**src/rtl/stream_comparator_if.sv**
```systemverilog
// Operand/result stream bundle for stream_comparator: valid/ready input pair side
// and valid/ready registered result side.
interface stream_comparator_if #(
  parameter int WIDTH = 8
);
  logic             in_valid;
  logic             in_ready;
  logic [WIDTH-1:0] a;
  logic [WIDTH-1:0] b;
  logic             signed_mode;
  logic             out_valid;
  logic             out_ready;
  logic             eq;
  logic             gt;
  logic             lt;

  modport master (
    output in_valid, a, b, signed_mode, out_ready,
    input  in_ready, out_valid, eq, gt, lt
  );

  modport slave (
    input  in_valid, a, b, signed_mode, out_ready,
    output in_ready, out_valid, eq, gt, lt
  );
endinterface

```
**src/rtl/stream_comparator.sv**
```systemverilog
// Single-register valid/ready comparator producing one-hot eq/gt/lt per operand pair.
// Define CMP_EVENT_COUNTERS_EN to build the saturating per-flag delivery counters.
module stream_comparator #(
  parameter int WIDTH = 8,
  parameter int CNT_W = 16
) (
  input  logic                clk,
  input  logic                rst_n,
  stream_comparator_if.slave  bus,
  input  logic                clr_cnt,
  output logic [CNT_W-1:0]    cnt_eq,
  output logic [CNT_W-1:0]    cnt_gt,
  output logic [CNT_W-1:0]    cnt_lt
);

  // Signed compare is an unsigned compare with both sign bits inverted.
  // Returns {gt, lt, eq}; works for WIDTH = 1 where a set bit means -1.
  function automatic logic [2:0] compare_f(
    input logic [WIDTH-1:0] op_a,
    input logic [WIDTH-1:0] op_b,
    input logic             is_signed
  );
    logic [WIDTH-1:0] ka;
    logic [WIDTH-1:0] kb;
    ka = op_a;
    kb = op_b;
    ka[WIDTH-1] = op_a[WIDTH-1] ^ is_signed;
    kb[WIDTH-1] = op_b[WIDTH-1] ^ is_signed;
    return {(ka > kb), (ka < kb), (ka == kb)};
  endfunction

  logic       out_valid_r;
  logic       eq_r;
  logic       gt_r;
  logic       lt_r;
  logic       in_ready_s;
  logic       in_hs_s;
  logic       out_hs_s;
  logic [2:0] cmp_s;

  // Handshake qualifiers and the combinational compare of the offered pair
  always_comb begin
    in_ready_s = 1'b0;
    in_hs_s    = 1'b0;
    out_hs_s   = 1'b0;
    cmp_s      = 3'b000;
    in_ready_s = (!out_valid_r) || bus.out_ready;
    in_hs_s    = bus.in_valid && in_ready_s;
    out_hs_s   = out_valid_r && bus.out_ready;
    cmp_s      = compare_f(bus.a, bus.b, bus.signed_mode);
  end

  // Result register: load on input handshake, drop valid on a lone output handshake
  always_ff @(posedge clk) begin
    if (!rst_n) begin
      out_valid_r <= 1'b0;
      eq_r        <= 1'b0;
      gt_r        <= 1'b0;
      lt_r        <= 1'b0;
    end else if (in_hs_s) begin
      out_valid_r <= 1'b1;
      gt_r        <= cmp_s[2];
      lt_r        <= cmp_s[1];
      eq_r        <= cmp_s[0];
    end else if (out_hs_s) begin
      out_valid_r <= 1'b0;
      eq_r        <= eq_r;
      gt_r        <= gt_r;
      lt_r        <= lt_r;
    end else begin
      out_valid_r <= out_valid_r;
      eq_r        <= eq_r;
      gt_r        <= gt_r;
      lt_r        <= lt_r;
    end
  end

  assign bus.in_ready  = in_ready_s;
  assign bus.out_valid = out_valid_r;
  assign bus.eq        = eq_r;
  assign bus.gt        = gt_r;
  assign bus.lt        = lt_r;

`ifdef CMP_EVENT_COUNTERS_EN
  function automatic logic [CNT_W-1:0] sat_inc_f(input logic [CNT_W-1:0] v);
    if (&v) begin
      return v;
    end else begin
      return v + CNT_W'(1'b1);
    end
  endfunction

  logic [CNT_W-1:0] cnt_eq_r;
  logic [CNT_W-1:0] cnt_gt_r;
  logic [CNT_W-1:0] cnt_lt_r;
  logic [CNT_W-1:0] cnt_eq_nxt_s;
  logic [CNT_W-1:0] cnt_gt_nxt_s;
  logic [CNT_W-1:0] cnt_lt_nxt_s;

  // Counter next state: clear wins over a coincident delivery
  always_comb begin
    cnt_eq_nxt_s = cnt_eq_r;
    cnt_gt_nxt_s = cnt_gt_r;
    cnt_lt_nxt_s = cnt_lt_r;
    if (clr_cnt) begin
      cnt_eq_nxt_s = {CNT_W{1'b0}};
      cnt_gt_nxt_s = {CNT_W{1'b0}};
      cnt_lt_nxt_s = {CNT_W{1'b0}};
    end else if (out_hs_s) begin
      cnt_eq_nxt_s = eq_r ? sat_inc_f(cnt_eq_r) : cnt_eq_r;
      cnt_gt_nxt_s = gt_r ? sat_inc_f(cnt_gt_r) : cnt_gt_r;
      cnt_lt_nxt_s = lt_r ? sat_inc_f(cnt_lt_r) : cnt_lt_r;
    end else begin
      cnt_eq_nxt_s = cnt_eq_r;
      cnt_gt_nxt_s = cnt_gt_r;
      cnt_lt_nxt_s = cnt_lt_r;
    end
  end

  // Counter registers
  always_ff @(posedge clk) begin
    if (!rst_n) begin
      cnt_eq_r <= {CNT_W{1'b0}};
      cnt_gt_r <= {CNT_W{1'b0}};
      cnt_lt_r <= {CNT_W{1'b0}};
    end else begin
      cnt_eq_r <= cnt_eq_nxt_s;
      cnt_gt_r <= cnt_gt_nxt_s;
      cnt_lt_r <= cnt_lt_nxt_s;
    end
  end

  assign cnt_eq = cnt_eq_r;
  assign cnt_gt = cnt_gt_r;
  assign cnt_lt = cnt_lt_r;
`else
  logic unused_clr_cnt_s;
  assign unused_clr_cnt_s = clr_cnt;
  assign cnt_eq = {CNT_W{1'b0}};
  assign cnt_gt = {CNT_W{1'b0}};
  assign cnt_lt = {CNT_W{1'b0}};
`endif

endmodule

```
**src/flat_wrapper.sv**
```systemverilog
// flat-port wrapper written by rule: the top's interface ports become plain ports
module stream_comparator_flat 
#(
  parameter int WIDTH = 8,
  parameter int CNT_W = 16
)
  (clk, rst_n, clr_cnt, cnt_eq, cnt_gt, cnt_lt, bus_in_valid, bus_a, bus_b, bus_signed_mode, bus_out_ready, bus_in_ready, bus_out_valid, bus_eq, bus_gt, bus_lt);
  stream_comparator_if #(.WIDTH(WIDTH)) bus_i ();
  input  logic clk;
  input  logic rst_n;
  input  logic clr_cnt;
  output logic [CNT_W-1:0] cnt_eq;
  output logic [CNT_W-1:0] cnt_gt;
  output logic [CNT_W-1:0] cnt_lt;
  input wire logic [$bits(bus_i.in_valid)-1:0] bus_in_valid;
  input wire logic [$bits(bus_i.a)-1:0] bus_a;
  input wire logic [$bits(bus_i.b)-1:0] bus_b;
  input wire logic [$bits(bus_i.signed_mode)-1:0] bus_signed_mode;
  input wire logic [$bits(bus_i.out_ready)-1:0] bus_out_ready;
  output wire logic [$bits(bus_i.in_ready)-1:0] bus_in_ready;
  output wire logic [$bits(bus_i.out_valid)-1:0] bus_out_valid;
  output wire logic [$bits(bus_i.eq)-1:0] bus_eq;
  output wire logic [$bits(bus_i.gt)-1:0] bus_gt;
  output wire logic [$bits(bus_i.lt)-1:0] bus_lt;
  assign bus_i.in_valid = bus_in_valid;
  assign bus_i.a = bus_a;
  assign bus_i.b = bus_b;
  assign bus_i.signed_mode = bus_signed_mode;
  assign bus_i.out_ready = bus_out_ready;
  assign bus_in_ready = bus_i.in_ready;
  assign bus_out_valid = bus_i.out_valid;
  assign bus_eq = bus_i.eq;
  assign bus_gt = bus_i.gt;
  assign bus_lt = bus_i.lt;
  stream_comparator #(.WIDTH(WIDTH), .CNT_W(CNT_W)) u_core (.clk(clk), .rst_n(rst_n), .bus(bus_i), .clr_cnt(clr_cnt), .cnt_eq(cnt_eq), .cnt_gt(cnt_gt), .cnt_lt(cnt_lt));
endmodule
```
**config.mk**
```make
export PLATFORM = sky130hd
export DESIGN_NAME = stream_comparator_flat
export DESIGN_NICKNAME = d
export VERILOG_FILES = /design/src/rtl/stream_comparator_if.sv /design/src/rtl/stream_comparator.sv /design/src/flat_wrapper.sv
export SDC_FILE = /design/constraint.sdc
export NUM_CORES = 1
export LEC_CHECK = 0
export ABC_AREA = 1
export CORE_ASPECT_RATIO = 1.25
export CORE_UTILIZATION = 29
export CTS_BUF_LIST = sky130_fd_sc_hd__clkbuf_16
export DETAILED_ROUTE_END_ITERATION = 7
export MAX_ROUTING_LAYER = met4
export PLACE_DENSITY = 0.8
export SYNTH_ARGS = -nofsm -noshare
export SYNTH_HDL_FRONTEND = slang
export SYNTH_SLANG_ARGS = --single-unit
```
**constraint.sdc**
```tcl
create_clock -name clk -period 1.65 [get_ports clk]
set_input_delay 0.495 -clock clk [delete_from_list [all_inputs] [get_ports clk]]
set_output_delay 0.495 -clock clk [all_outputs]
set_load 0.01 [all_outputs]
```
==> flow_summary_export.csv <==
group,metric,value,unit
worst_setup_path,cp-start-kind,"input pin",
worst_setup_path,regToRegSetupSlack,660,ps
global_routing,grtUsageMet2,0.123,
route,first_iter_violations,1,
global_routing,grt_usage,0.0692,
sta,hold_viol_final,0,
global_routing,top_usage_layer,"met2",
floorplan,rows,20,
layout,drive_above_1_share,0.226,
power,power.density,672,nW/um^2
route,drc_errors,0,
sta,setup_viol,0,
worst_setup_path,r2r_cells,6,
synthesis,ys_ff_latch,4,
worst_setup_path,timing.rr.start,"u_core.bus.out_valid",
worst_setup_path,endpoint_kind,"flip-flop",
power,p_clk_frac,0.519,
min_path,hold_depth,2,
cts,worstSkewPairLatency,220,ps
global_routing,grt_util_met3,0.0184,
route,routed_wl,1240,um
synthesis,ys_warn_count,0,
global_routing,grt-ovfl-total,0,
global_routing,grt_antenna_before_repair,0,
min_path,min_from,"u_core.bus.gt",
power,intPower,0.522,mW
synthesis,postSynthAreaPerCell,7.19,um^2
synthesis,netlist-cell-type-count,14,
synthesis,syn-cell-area,748,um^2
route,vias_per_cell,3.43,
placement,placedCellCount,162,
floorplan,die_w,47.4,um
cts,clkSinkCount,4,
layout,area_growth,43.3,%
cts,hold_buffers,0,
worst_setup_path,r2r-end,"u_core.bus.eq",
flow_run,drv_cap,0,
sta,timing.final.crit_share,0.959,
cts,cts_made_buffers,3,
cts,htreeDepth,1,
sta,fin_skew,2.19,ps
global_routing,grt_pass1_vias,381,
placement,place_congestion,0.588,
global_routing,grt_max_degree,5,
power,p_leak,0.651,nW
global_routing,grt_use_met1,0.0634,
sta,period_needed,1580,ps
route,drt_first_pass_iters,2,
worst_setup_path,crit_fanout,2,
layout,fin_cells,166,
synthesis,synth_edf_count,0,
placement,hpwl,922,um
min_path,min_to,"u_core.bus.gt",
cts,clockBufferDepth,2,
synthesis,synthCells,104,
power,p_seq_frac,0.153,
power,p_total,0.721,mW
power,ir_drop,501,uV
route,wl_per_cell,7.44,um
cts,clk_pin_slew_worst_paths,30,ps
floorplan,die-area,2790,um^2
layout,finalNetCount,165,
worst_setup_path,critPathRequiredTime,1800,ps
min_path,min_path_type,"flip-flop to flip-flop",
synthesis,synth_ff_type,"dfxtp_1",
layout,diodes,0,
route,vias,569,
synthesis,synthArstFlopShare,0,
sta,fmaxAchievable,0.632,GHz
route,ant_nets,0,
worst_setup_path,path_class,"input pin to flip-flop",
floorplan,dieHeight,58.8,um
sta,report.final.slew_viol_count,0,
power,switching_share,0.277,
floorplan,start_util,0.308,
placement,portBuffers,25,
placement,pre_cts_slack,-420,ps
sta,hold_ws,467,ps
synthesis,yosysSeqAreaShare,0.107,
status,status,"complete, no violations",
power,p_comb_frac,0.328,
global_routing,grt_pass1_wl,1330,um
cts,cts-root-buf,"clkbuf_16",
floorplan,pin_count,75,
power,switchingPower,0.199,mW
sta,final.setup.worst_slack,66.8,ps
cts,cts_tree,"yes",
worst_setup_path,cp.arrival,1740,ps
floorplan,core_area,2430,um^2
final cells by class:
| cell class | instances | area (um^2) |
|---|---|---|
| flip-flops and latches | 4 | 80.1 |
| clock buffers | 3 | 75.1 |
| inverters | 13 | 48.8 |
| multi-input cells | 86 | 537 |
| well taps | 33 | 41.3 |
| fillers | 246 | 1360 |
| repair buffers | 27 | 290 |
cell usage in the layout, fill, tap and decap left out:
cell type	Yosys	layout
a21o_1	1	1
ha_4	0	6
clkdlybuf4s50_1	0	9
buf_4	48	2
clkbuf_2	0	1
a21oi_2	1	4
inv_2	0	7
nand2_1	12	9
buf_6	0	1
dlygate4sd2_1	0	1
dlymetal6s2s_1	0	12
conb_1	1	48
clkdlybuf4s15_1	0	1
nor2_4	0	1
nand2_4	2	2
a21oi_1	5	2
o21ai_0	2	2
xnor2_1	1	1
inv_1	13	6
xor2_1	1	1
ha_1	8	2
nor2_1	5	4
clkbuf_16	0	3
nand2_2	0	3
dfxtp_1	4	4
metal layers:
metal	vias to the layer above	part of all wire	wire (um)
met5	-	0	0
met4	0	0.0049	6
met3	2	0.096	119
met2	43	0.55	682
met1	246	0.34	426
li1	278	-	-
power groups by stage:
stage	Clock, mW	Combinational, mW	Sequential [mW]
CTS	0.379	0.205	0.111
finish	0.374	0.236	0.110
floorplan	0	0.198	0.115
global route	0.390	0.267	0.111
global placement	0	0.196	0.112
detailed placement	0	0.198	0.112
state kept, by name, indices dropped and copies added (netlist names):
register and cells:
u_core.bus.eq 1, u_core.bus.gt 1, u_core.bus.lt 1, u_core.bus.out_valid 1
logic make-up (layout without fill, tap and decap cells):
| group | after synthesis | after routing | share of synthesized area |
|---|---|---|---|
| and+or+nand+nor | 19 | 19 | 0.115 |
| xor gates and xnor gates | 2 | 2 | 0.0234 |
| DFF | 4 | 4 | 0.107 |
| AOI/OAI and AO/OA | 9 | 9 | 0.0686 |
| other | 1 | 48 | 0.00501 |
| adders and majority gates | 8 | 8 | 0.134 |
| buffers and inverters | 61 | 43 | 0.547 |
cell usage after synthesis (2+ instances only):
cell / count / share of area
a21oi_1: 5 / 0.033
buf_4: 48 / 0.48
dfxtp_1: 4 / 0.11
ha_1: 8 / 0.13
inv_1: 13 / 0.065
nand2_1: 12 / 0.060
nand2_4: 2 / 0.030
nor2_1: 5 / 0.025
o21ai_0: 2 / 0.013
worst max-delay path: stages:
cell and delay (ps):
clkdlybuf4s50_1 450, ha_4 280, nand2_2 70, nor2_4 120
nand2_1 60, nand2_1 70, nand2_1 70, a21oi_2 130
per-stage QoR:
step,instance area (um^2),utilization,setup TNS (ps)
global route,1070,0.442,-14.3
detailed placement,863,0.356,-1500
floorplan,925,-,0
CTS,957,0.394,0
global placement,863,0.356,-1440
finish,1070,0.442,0
worst max path at each step:
| stage | from | to | slack, ps | cells past startpoint |
|---|---|---|---|---|
| 3_3_place_gp | bus_out_ready | bus_in_ready | -420 | 4 |
| 2_1_floorplan | bus_signed_mode | u_core.bus.gt | 180 | 7 |
| 3_5_place_dp | bus_out_ready | bus_in_ready | -420 | 4 |
| 6_report | bus_a[6] | u_core.bus.gt | 70 | 8 |
| 4_1_cts | bus_out_ready | bus_in_ready | 5 | 4 |
| 5_1_grt | bus_b[7] | u_core.bus.gt | -10 | 8 |
timing repair:
action / 4_1_cts / 5_1_grt
pin swaps: 9 / 15
setup endpoints to repair: 4 / 4
buffers inserted: 0 / 1
resized for setup: 12 / 32
Power figures use the tool's default switching activity.
